--- config.mk ---
export PLATFORM = sky130hd
export DESIGN_NAME = regfile_wb_sched_flat
export DESIGN_NICKNAME = d
export VERILOG_FILES = /design/src/rtl/regfile_wb_sched_if.sv /design/src/rtl/regfile_wb_sched.sv /design/src/flat_wrapper.sv
export SDC_FILE = /design/constraint.sdc
export NUM_CORES = 1
export LEC_CHECK = 0
export CELL_PAD_IN_SITES_DETAIL_PLACEMENT = 0
export CELL_PAD_IN_SITES_GLOBAL_PLACEMENT = 1
export CORE_ASPECT_RATIO = 0.5
export CORE_UTILIZATION = 41
export CTS_CLUSTER_SIZE = 30
export DETAILED_ROUTE_END_ITERATION = 7
export DONT_BUFFER_PORTS = 1
export PLACE_DENSITY = 0.89
export SYNTH_ARGS = -nofsm -noshare
export SYNTH_HDL_FRONTEND = slang
export SYNTH_SLANG_ARGS = --single-unit
export TNS_END_PERCENT = 20
--- constraint.sdc ---
create_clock -name clk -period 4.6 [get_ports clk]
set_input_delay 0.46 -clock clk [delete_from_list [all_inputs] [get_ports clk]]
set_output_delay 0.46 -clock clk [all_outputs]
set_load 0.05 [all_outputs]
--- src/rtl/regfile_wb_sched_if.sv ---
// Issue, regfile-port and writeback signals of the register-file issue/writeback scheduler.
// The slave modport is the scheduler's view; master is the driving environment.
interface regfile_wb_sched_if #(
  parameter int NREQ = 3,
  parameter int XLEN = 32,
  parameter int AW   = 5
);
  logic                 iss_valid;
  logic                 iss_ready;
  logic [AW-1:0]        iss_rs1;
  logic [AW-1:0]        iss_rs2;
  logic                 iss_rs1_used;
  logic                 iss_rs2_used;
  logic [AW-1:0]        iss_rd;
  logic                 iss_rd_wr;

  logic                 rf_rd_en1;
  logic                 rf_rd_en2;
  logic [AW-1:0]        rf_rd_addr1;
  logic [AW-1:0]        rf_rd_addr2;

  logic [NREQ-1:0]      wb_valid;
  logic [NREQ*AW-1:0]   wb_addr;
  logic [NREQ*XLEN-1:0] wb_data;
  logic [NREQ-1:0]      wb_ready;

  logic                 rf_wr_en;
  logic [AW-1:0]        rf_wr_addr;
  logic [XLEN-1:0]      rf_wr_data;

  logic [(1<<AW)-1:0]   busy;
  logic [AW:0]          pending_cnt;
  logic                 wb_err;

  modport master (
    output iss_valid, iss_rs1, iss_rs2, iss_rs1_used, iss_rs2_used, iss_rd, iss_rd_wr,
    output wb_valid, wb_addr, wb_data,
    input  iss_ready, rf_rd_en1, rf_rd_en2, rf_rd_addr1, rf_rd_addr2,
    input  wb_ready, rf_wr_en, rf_wr_addr, rf_wr_data,
    input  busy, pending_cnt, wb_err
  );

  modport slave (
    input  iss_valid, iss_rs1, iss_rs2, iss_rs1_used, iss_rs2_used, iss_rd, iss_rd_wr,
    input  wb_valid, wb_addr, wb_data,
    output iss_ready, rf_rd_en1, rf_rd_en2, rf_rd_addr1, rf_rd_addr2,
    output wb_ready, rf_wr_en, rf_wr_addr, rf_wr_data,
    output busy, pending_cnt, wb_err
  );
endinterface

--- src/rtl/regfile_wb_sched.sv ---
// Issue/writeback controller for a 2R/1W register file: busy scoreboard with
// RAW/WAW issue stall and round-robin arbitration of writeback units onto the write port.
module regfile_wb_sched #(
  parameter int NREQ = 3,
  parameter int XLEN = 32,
  parameter int AW   = 5
) (
  input  logic               clk,
  input  logic               rst,
  regfile_wb_sched_if.slave  bus
);
  localparam int NREG = 1 << AW;
  localparam int PW   = (NREQ > 1) ? $clog2(NREQ) : 1;
  localparam logic [PW-1:0] LAST_IDX = PW'(NREQ - 1);
  localparam logic [PW-1:0] PTR_ONE  = PW'(1);
  localparam logic [AW:0]   CNT_ONE  = (AW+1)'(1);

  logic [NREG-1:0] busy_q;
  logic [NREG-1:0] busy_nxt;
  logic [PW-1:0]   rr_ptr;
  logic [AW:0]     pending_q;
  logic            wb_err_q;

  logic            haz;
  logic            set_en;
  logic            clr_en;
  logic            clr_live;
  logic            gnt_any;
  logic            gnt_live;
  logic [PW-1:0]   gnt_idx;
  logic [NREQ-1:0] gnt_oh;
  logic [AW-1:0]   wr_addr;
  logic [XLEN-1:0] wr_data;

  // Issue side: r0 is never busy, so it can never raise a hazard.
  assign haz = (bus.iss_rs1_used & busy_q[bus.iss_rs1])
             | (bus.iss_rs2_used & busy_q[bus.iss_rs2])
             | (bus.iss_rd_wr    & busy_q[bus.iss_rd]);

  assign bus.iss_ready   = ~rst & ~haz;
  assign bus.rf_rd_en1   = bus.iss_valid & bus.iss_rs1_used;
  assign bus.rf_rd_en2   = bus.iss_valid & bus.iss_rs2_used;
  assign bus.rf_rd_addr1 = bus.iss_rs1;
  assign bus.rf_rd_addr2 = bus.iss_rs2;

  assign set_en = bus.iss_valid & bus.iss_ready & bus.iss_rd_wr & (bus.iss_rd != '0);

  // Round-robin search: distance k from rr_ptr is the outer loop so the nearest valid unit wins.
  always_comb begin
    gnt_any = 1'b0;
    gnt_idx = '0;
    gnt_oh  = '0;
    for (int k = 0; k < NREQ; k++) begin
      for (int i = 0; i < NREQ; i++) begin
        if (!gnt_any && bus.wb_valid[i] && (((int'(rr_ptr) + k) % NREQ) == i)) begin
          gnt_any   = 1'b1;
          gnt_idx   = PW'(i);
          gnt_oh[i] = 1'b1;
        end
      end
    end
  end

  assign gnt_live = gnt_any & ~rst;

  always_comb begin
    wr_addr = '0;
    wr_data = '0;
    for (int i = 0; i < NREQ; i++) begin
      if (gnt_oh[i]) begin
        wr_addr = bus.wb_addr[i*AW +: AW];
        wr_data = bus.wb_data[i*XLEN +: XLEN];
      end
    end
  end

  // A grant to r0 is consumed without a write or scoreboard change.
  assign clr_en   = gnt_live & (wr_addr != '0);
  assign clr_live = clr_en & busy_q[wr_addr];

  assign bus.wb_ready    = gnt_live ? gnt_oh : '0;
  assign bus.rf_wr_en    = clr_en;
  assign bus.rf_wr_addr  = wr_addr;
  assign bus.rf_wr_data  = wr_data;
  assign bus.busy        = busy_q;
  assign bus.pending_cnt = pending_q;
  assign bus.wb_err      = wb_err_q;

  // A set on the same register as a clear wins; only reachable after a spurious writeback.
  always_comb begin
    busy_nxt = busy_q;
    if (clr_en) busy_nxt[wr_addr] = 1'b0;
    if (set_en) busy_nxt[bus.iss_rd] = 1'b1;
  end

  // State update boundary
  always_ff @(posedge clk) begin
    if (rst) begin
      busy_q    <= '0;
      rr_ptr    <= '0;
      pending_q <= '0;
      wb_err_q  <= 1'b0;
    end else begin
      busy_q <= busy_nxt;
      if (gnt_any) rr_ptr <= (gnt_idx == LAST_IDX) ? '0 : gnt_idx + PTR_ONE;
      if (set_en && !clr_live)      pending_q <= pending_q + CNT_ONE;
      else if (!set_en && clr_live) pending_q <= pending_q - CNT_ONE;
      if (clr_en && !busy_q[wr_addr]) wb_err_q <= 1'b1;
    end
  end
endmodule

--- src/flat_wrapper.sv ---
// flat-port wrapper written by rule: the top's interface ports become plain ports
module regfile_wb_sched_flat 
#(
  parameter int NREQ = 3,
  parameter int XLEN = 32,
  parameter int AW   = 5
)
  (clk, rst, bus_iss_valid, bus_iss_rs1, bus_iss_rs2, bus_iss_rs1_used, bus_iss_rs2_used, bus_iss_rd, bus_iss_rd_wr, bus_wb_valid, bus_wb_addr, bus_wb_data, bus_iss_ready, bus_rf_rd_en1, bus_rf_rd_en2, bus_rf_rd_addr1, bus_rf_rd_addr2, bus_wb_ready, bus_rf_wr_en, bus_rf_wr_addr, bus_rf_wr_data, bus_busy, bus_pending_cnt, bus_wb_err);
  regfile_wb_sched_if #(.NREQ(NREQ), .XLEN(XLEN), .AW(AW)) bus_i ();
  input  logic clk;
  input  logic rst;
  input wire logic [$bits(bus_i.iss_valid)-1:0] bus_iss_valid;
  input wire logic [$bits(bus_i.iss_rs1)-1:0] bus_iss_rs1;
  input wire logic [$bits(bus_i.iss_rs2)-1:0] bus_iss_rs2;
  input wire logic [$bits(bus_i.iss_rs1_used)-1:0] bus_iss_rs1_used;
  input wire logic [$bits(bus_i.iss_rs2_used)-1:0] bus_iss_rs2_used;
  input wire logic [$bits(bus_i.iss_rd)-1:0] bus_iss_rd;
  input wire logic [$bits(bus_i.iss_rd_wr)-1:0] bus_iss_rd_wr;
  input wire logic [$bits(bus_i.wb_valid)-1:0] bus_wb_valid;
  input wire logic [$bits(bus_i.wb_addr)-1:0] bus_wb_addr;
  input wire logic [$bits(bus_i.wb_data)-1:0] bus_wb_data;
  output wire logic [$bits(bus_i.iss_ready)-1:0] bus_iss_ready;
  output wire logic [$bits(bus_i.rf_rd_en1)-1:0] bus_rf_rd_en1;
  output wire logic [$bits(bus_i.rf_rd_en2)-1:0] bus_rf_rd_en2;
  output wire logic [$bits(bus_i.rf_rd_addr1)-1:0] bus_rf_rd_addr1;
  output wire logic [$bits(bus_i.rf_rd_addr2)-1:0] bus_rf_rd_addr2;
  output wire logic [$bits(bus_i.wb_ready)-1:0] bus_wb_ready;
  output wire logic [$bits(bus_i.rf_wr_en)-1:0] bus_rf_wr_en;
  output wire logic [$bits(bus_i.rf_wr_addr)-1:0] bus_rf_wr_addr;
  output wire logic [$bits(bus_i.rf_wr_data)-1:0] bus_rf_wr_data;
  output wire logic [$bits(bus_i.busy)-1:0] bus_busy;
  output wire logic [$bits(bus_i.pending_cnt)-1:0] bus_pending_cnt;
  output wire logic [$bits(bus_i.wb_err)-1:0] bus_wb_err;
  assign bus_i.iss_valid = bus_iss_valid;
  assign bus_i.iss_rs1 = bus_iss_rs1;
  assign bus_i.iss_rs2 = bus_iss_rs2;
  assign bus_i.iss_rs1_used = bus_iss_rs1_used;
  assign bus_i.iss_rs2_used = bus_iss_rs2_used;
  assign bus_i.iss_rd = bus_iss_rd;
  assign bus_i.iss_rd_wr = bus_iss_rd_wr;
  assign bus_i.wb_valid = bus_wb_valid;
  assign bus_i.wb_addr = bus_wb_addr;
  assign bus_i.wb_data = bus_wb_data;
  assign bus_iss_ready = bus_i.iss_ready;
  assign bus_rf_rd_en1 = bus_i.rf_rd_en1;
  assign bus_rf_rd_en2 = bus_i.rf_rd_en2;
  assign bus_rf_rd_addr1 = bus_i.rf_rd_addr1;
  assign bus_rf_rd_addr2 = bus_i.rf_rd_addr2;
  assign bus_wb_ready = bus_i.wb_ready;
  assign bus_rf_wr_en = bus_i.rf_wr_en;
  assign bus_rf_wr_addr = bus_i.rf_wr_addr;
  assign bus_rf_wr_data = bus_i.rf_wr_data;
  assign bus_busy = bus_i.busy;
  assign bus_pending_cnt = bus_i.pending_cnt;
  assign bus_wb_err = bus_i.wb_err;
  regfile_wb_sched #(.NREQ(NREQ), .XLEN(XLEN), .AW(AW)) u_core (.clk(clk), .rst(rst), .bus(bus_i));
endmodule
==> results of run 1 <==
[sequential cells by signal, indices dropped and copies added (netlist names)]
name and count:
u_core.bus.busy 32, u_core.bus.pending_cnt 6, u_core.bus.wb_err 1, u_core.rr_ptr 2
[metal layers]
layer	part of all wire [%]	wire length, um
met5	0	0
met4	1.3	207
met3	11	1680
met2	47	7350
met1	40	6280
[per-stage QoR]
| stage | worst slack (ps) | util, % | hold WS [ps] | instance area (um2) | cells |
|---|---|---|---|---|---|
| CTS | 44.4 | 49.9 | 227 | 4490 | 575 |
| floorplan | -47.3 | - | 478 | 4010 | 451 |
| finish | 242 | 50.9 | 232 | 4580 | 582 |
| global route | 1.71 | 50.9 | 219 | 4580 | 582 |
| detailed placement | 61.4 | 47.7 | 501 | 4300 | 567 |
| global placement | 181 | 47.7 | 492 | 4300 | 567 |
[critical path: stages, from the launching register on]
cell and delay, ps:
dfxtp_2 350, inv_2 50, ha_4 230, o21ba_2 230, o211a_4 290, o41ai_2 380, buf_6 280, mux2i_1 150
a22oi_1 200, o221ai_1 150, a221oi_2 310, nand2_1 140, ha_4 200, inv_4 90, ha_1 240, nand3_1 80
nand2_1 90, a21o_1 170, a21oi_2 120, xnor2_1 90, or3_1 300, a21oi_1 120
[power by group through the flow]
stage	combinational (mW)	clock, mW	sequential [mW]
after floorplan	0.756	0	0.478
after global placement	0.850	0	0.484
after detailed placement	0.859	0	0.485
after CTS	0.862	0.479	0.477
after global routing	0.949	0.498	0.479
final	0.900	0.478	0.476
[layout make-up]
class | instances | area, um2
fillers | 810 | 4430
multi-input cells | 313 | 2800
flip-flops and latches | 41 | 823
repair buffers | 55 | 433
inverters | 48 | 183
well taps | 117 | 146
clock buffers | 5 | 125
clock inverters | 3 | 68.8
[cell usage after synthesis (2+ instances only)]
cell,number,area (um2)
o211ai_1,2,15.0
inv_1,47,176
o21ai_0,37,185
xnor2_1,2,17.5
and3_1,3,18.8
nor2_1,20,75.1
nand3_1,7,35.0
buf_1,4,15.0
mux2_2,6,67.6
buf_2,6,30.0
a21oi_1,11,55.1
buf_4,11,82.6
a222oi_1,36,360
clkbuf_1,28,105
and3b_1,2,17.5
nand2b_1,6,37.5
o41ai_1,17,149
o2111ai_1,2,17.5
nor2b_1,33,206
dfxtp_1,41,821
nor3b_1,2,15.0
a21o_1,2,15.0
a22oi_1,4,30.0
or3_1,5,31.3
mux4_2,28,631
xor2_1,3,26.3
nand3b_1,3,22.5
o31ai_1,15,113
a31oi_1,3,18.8
mux2i_1,14,140
and2_1,4,25.0
ha_1,8,100
nand2_1,16,60.1
[worst paths after layout]
kind                                       from                                endpoint  depth (start not counted)
setup / recovery  u_core.rr_ptr[0]$_SDFFE_PP0N_  u_core.bus.pending_cnt[5]$_SDFFE_PP0P_                         21
hold / removal                              rst  u_core.bus.pending_cnt[4]$_SDFFE_PP0P_                          1
setup reg to reg  u_core.rr_ptr[0]$_SDFFE_PP0N_  u_core.bus.pending_cnt[5]$_SDFFE_PP0P_                         21
hold reg to reg   u_core.rr_ptr[0]$_SDFFE_PP0N_           u_core.rr_ptr[0]$_SDFFE_PP0N_                          2
[kinds of logic after synthesis]
logic type      count (synthesis)
flops                          41
buf+inv                        97
simple gates                  110
mux                            48
compound gates                141
fa+ha+maj                       9
xor+xnor                        5
[timing repair]
action / in CTS / in global routing
resized for setup: 0 / 11
buffers inserted: 0 / 6
endpoints found under the setup margin: 0 / 2
hold buffers: 0 / 0
==> summary.txt, run 1 <==
Yosys
  • Synth Net Count: 595
  • Mux cell area share after synthesis: a little over a fifth
  • Cells after Synth: 451
  • EDFF count, synth: 0
  • Synth Area in Compound Gates: 27.5%
  • Seq cells post-synth: between 40 and 50
  • Syn_area_per_cell: ~8.7 um2
  • Largest family of logic cells by synthesized area: compound AO/OA/AOI/OAI gates
  • Synth Area in Adders: 3.06%
  • YS warnings: 0
  • Simple-gate share of the synthesized area: about 16%
  • Post-synthesis cell type count: 56
  • Synth Cell Area: 3930 um2
  • Ys async rst share: 0%
  • Synth Area in XOR/XNOR: 1.12%
  • Post-synthesis sequential area ratio: 20.9%
  • Ys flop type: dfxtp_1

STA
  • RSZ-0062 raised after global routing: no
  • Slew HR: 35.4%
  • Setup TNS: 0 ps
  • # setup viols final: 0
  • Fin. Hold Viols: 0
  • FMAX: between 0.2 and 0.25 GHz
  • Part of the cycle the worst path needs: 94.7%
  • Least-Margin Pin Slew: 965 ps
  • Max Slew Vio Count: 0
  • Clock Skew: between 5 and 6 ps
  • Final min period: 4360 ps

Drt
  • DRC: 0
  • Routed WL: 15.5 mm
  • Via density per instance: between 6 and 7
  • 1st-iter DRT viols: 630
  • Drt wl/cell: about 27 um
  • Antenna viol nets, final: 0
  • Vias: roughly 4100
  • DRT Pass-1 Iters: 7

Layout
  • Antenna diodes: 0
  • Area Growth Syn to Fin: 16.7%
  • Share of layout cells above drive strength 1: roughly a quarter
  • Most frequent cells in the layout: 52 x buf_4, 45 x inv_1, 39 x dfxtp_1
  • Commonest non-fill, non-tap cell in the layout: buf_4
  • Nets: 608

Global route
  • GR Util met1: around two fifths
  • GRT Residual Overflow: 0
  • Met2 global-route usage: between 40% and 50%
  • Met3 Usage GRT: under 10%
  • GRT Util Overall: 29.8%
  • Vias in the first global route: approximately 3700
  • First-pass GRT wire length: 22.2 mm
  • Largest net degree at the start of global routing: around 50
  • Initial antenna violation count: 0
  • Top Usage Layer GRT: met2

Floorplanning
  • Std-Cell Rows: 24
  • Core Area: 9010 um2
  • Die Wd: 140 um
  • DIE HEIGHT: 71.2 um
  • Num ports: 228
  • Die area: roughly 10000 um2
  • Starting Density: 43.6%

Setup path
  • Worst endpoint required time: approximately 4800 ps
  • Kind of start point of the critical path: flip-flop
  • Critical path arrival: ~4600 ps
  • Setup CP Type: flip-flop to flip-flop
  • CP endpoint kind: flip-flop
  • Max FO, Critical Path: 20
  • Reg-to-reg slack, setup: ~240 ps

Min path
  • Classification of the worst-slack hold path: input port to flip-flop

Place
  • Final RePlAce weighted congestion: 0.880
  • Port-buffer cells: 0
  • Dpl hpwl: 11.8 mm

Clock tree
  • CTS buffer count: 5
  • CTS tree: done
  • Worst-Skew Late Latency: 290 ps
  • Clock Sinks: 41
  • CTS HTree Levels: 2
  • Clock slew at reported path FFs: 70 ps
  • Clk root buf: clkbuf_16
  • Maximum root-to-sink buffer count: 2

Power
  • Clock Power Share: between 20% and 30%
  • Power Internal: 0.967 mW
  • NetSw: 0.887 mW
  • Maximum VDD drop: around 0.18 mV
  • Logic pwr share: between 40% and 50%
  • Switching Share: 47.8%
  • Tot Pwr: ~1.9 mW
  • Leakage power: ~1.9 nW
  • Sequential share of power: 25.7%
  • Pwr dens: roughly 400 nW/um2

Flow run
  • Number of max-cap violations: 0

Outcome
  • Outcome: finished clean
Note: power is estimated with default switching activity, not from simulation.
==> run 2, diff against run 1 <==
--- a/config.mk
+++ b/config.mk
@@ -12,7 +12,7 @@
 export CTS_CLUSTER_SIZE = 30
 export DETAILED_ROUTE_END_ITERATION = 7
 export DONT_BUFFER_PORTS = 1
-export PLACE_DENSITY = 0.89
+export PLACE_DENSITY = 0.81
 export SYNTH_ARGS = -nofsm -noshare
 export SYNTH_HDL_FRONTEND = slang
 export SYNTH_SLANG_ARGS = --single-unit
==> run 2 against run 1 <==
  * The run now ends with DRC left
  * Utilization shrank 0.53 points
  * First-iteration DRC count fell by 3.5%
  * Clock skew down 2.4 ps
  * Final area decreased by 1.0%
  * Hold slack gained 7.4 ps
  * Sequential power is essentially flat
  * Die area stayed put
  * Setup slack worse by 35 ps
==> summary.txt, run 2 (synthesis results as in run 1) <==
Layout
  • Share of layout cells above drive strength 1: 26.0%
  • Most frequent cells in the layout: 47 x buf_4, 45 x inv_1, 39 x dfxtp_1
  • Area Growth Syn to Fin: 15.5%
  • FILL cells: 820
  • Final design utilization: 50.3%
  • Max reg flops: 32
  • Nets: 601
  • Antenna diodes: 0
  • Commonest non-fill, non-tap cell in the layout: buf_4

STA
  • Clock Skew: just over 3 ps
  • Least-Margin Pin Slew: roughly 900 ps
  • Part of the cycle the worst path needs: about 96%
  • # setup viols final: 0
  • Max Slew Vio Count: 0
  • Fin. Hold Viols: 0
  • Setup TNS: 0 ps
  • Final min period: between 4000 and 5000 ps
  • FMAX: roughly 0.23 GHz
  • Slew HR: a little under two fifths

Floorplanning
  • Starting Density: 43.6%
  • DIE HEIGHT: 71.2 um
  • Die Wd: 140 um
  • Core Area: 9010 um2
  • Std-Cell Rows: 24
  • Num ports: 228
  • Die area: 10000 um2

Place
  • Final RePlAce weighted congestion: around 1.0
  • Dpl hpwl: between 10 and 15 mm
  • Port-buffer cells: 0

Clock tree
  • CTS tree: done
  • Clock Sinks: 41
  • Worst-Skew Late Latency: around 290 ps
  • CTS HTree Levels: 2
  • CTS buffer count: 5
  • Clock slew at reported path FFs: 60 ps
  • Maximum root-to-sink buffer count: 2
  • CTS Hold Buffers Added: 0
  • Clk root buf: clkbuf_16

Drt
  • Via density per instance: 7.04
  • DRC: 13
  • Antenna viol nets, final: 0
  • 1st-iter DRT viols: 608
  • Drt wl/cell: 26.2 um
  • DRT Pass-1 Iters: 8
  • Vias: 4046
  • Routed WL: 15.1 mm

Outcome
  • Failing checks: DRC
  • Outcome: finished, violations left

Min path
  • Classification of the worst-slack hold path: input port to flip-flop

Setup path
  • Reg2reg start: u_core.rr_ptr[0]$_SDFFE_PP0N_
  • Reg-to-reg endpoint: u_core.bus.pending_cnt[5]$_SDFFE_PP0P_
  • Critical Path End: u_core.bus.pending_cnt[5]$_SDFFE_PP0P_
  • Max FO, Critical Path: 9
  • Setup CP Type: flip-flop to flip-flop
  • Worst endpoint required time: 4820 ps
  • CP endpoint kind: flip-flop
  • Kind of start point of the critical path: flip-flop
  • R2R cell count: 21
  • CP startpoint: u_core.rr_ptr[0]$_SDFFE_PP0N_
  • Critical path arrival: 4610 ps
  • Reg-to-reg slack, setup: 210 ps

Global route
  • GRT Util Overall: 28.5%
  • Largest net degree at the start of global routing: 49
  • Vias in the first global route: around 3500
  • GRT Residual Overflow: 0
  • Initial antenna violation count: 0
  • First-pass GRT wire length: 21.3 mm

Power
  • Pwr dens: approximately 390 nW/um2
  • Tot Pwr: roughly 1.8 mW
  • Leakage power: 1.86 nW
  • Maximum VDD drop: approximately 0.26 mV

Flow run
  • Number of max-cap violations: 0
## run 2: timing repair
item,CTS,global route
hold endpoints to repair,0,0
setup buffers,0,2
gates resized for setup,0,11
endpoints found under the setup margin,0,2
## run 2: cell type report
type / instances / area [um2] / area share [%]
multi-input cells: 313 / 2840 / 62.6
flip-flops and latches: 41 / 823 / 18.2
repair buffers: 48 / 373 / 8.22
inverters: 48 / 183 / 4.03
well taps: 117 / 146 / 3.23
clock buffers: 5 / 125 / 2.76
clock inverters: 3 / 46.3 / 1.02
## run 2: worst max-delay path, cell delays in order (launching register included)
cell and delay (ps):
dfxtp_2 350, inv_2 50, ha_4 230, o21ba_2 230
o211a_4 300, a222oi_1 430, inv_2 250, and3_4 230
a22oi_2 200, o221ai_2 130, a221oi_2 310, nand2_1 130
ha_4 200, inv_4 90, ha_1 230, nand3_1 90
nand2_1 90, a21o_1 170, a21oi_2 130, xnor2_1 90
or3_1 300, a21oi_1 120
## run 2: how the worst min path moves through the flow
stage                                   from                             to  depth (start not counted)
2_1_floorplan  u_core.rr_ptr[0]$_SDFFE_PP0N_  u_core.rr_ptr[0]$_SDFFE_PP0N_                          2
3_3_place_gp   u_core.rr_ptr[0]$_SDFFE_PP0N_  u_core.rr_ptr[0]$_SDFFE_PP0N_                          2
3_5_place_dp   u_core.rr_ptr[0]$_SDFFE_PP0N_  u_core.rr_ptr[0]$_SDFFE_PP0N_                          2
4_1_cts                                  rst  u_core.rr_ptr[0]$_SDFFE_PP0N_                          1
5_1_grt                                  rst  u_core.rr_ptr[0]$_SDFFE_PP0N_                          1
6_report                                 rst  u_core.rr_ptr[1]$_SDFFE_PP0N_                          1
## run 2: stage by stage
| stage | instances | instance area (um2) | setup slack, ps | hold WS, ps |
|---|---|---|---|---|
| 6_report | 575 | 4540 | 207 | 239 |
| 2_1_floorplan | 451 | 4010 | -47.3 | 478 |
| 3_5_place_dp | 565 | 4300 | 63.7 | 521 |
| 5_1_grt | 575 | 4540 | -17.8 | 231 |
| 3_3_place_gp | 565 | 4300 | 171 | 496 |
| 4_1_cts | 573 | 4470 | 41.0 | 232 |
## run 2: power breakdown
part | internal, mW | switching (mW) | total [mW] | leakage (nW)
sequential | 0.379 | 0.0964 | 0.475 | 0.332
combinational | 0.268 | 0.622 | 0.890 | 1.45
clock | 0.257 | 0.153 | 0.410 | 0.0800
total | 0.903 | 0.872 | 1.78 | 1.86
## run 2: per-layer routing
metal	GRT usage, %	wire length (um)	vias to the layer above
met3	8.73	1950	20
li1	-	-	1752
met1	42.8	6480	1974
met5	3.35	45	-
met4	3.91	161	2
met2	39.9	6430	298
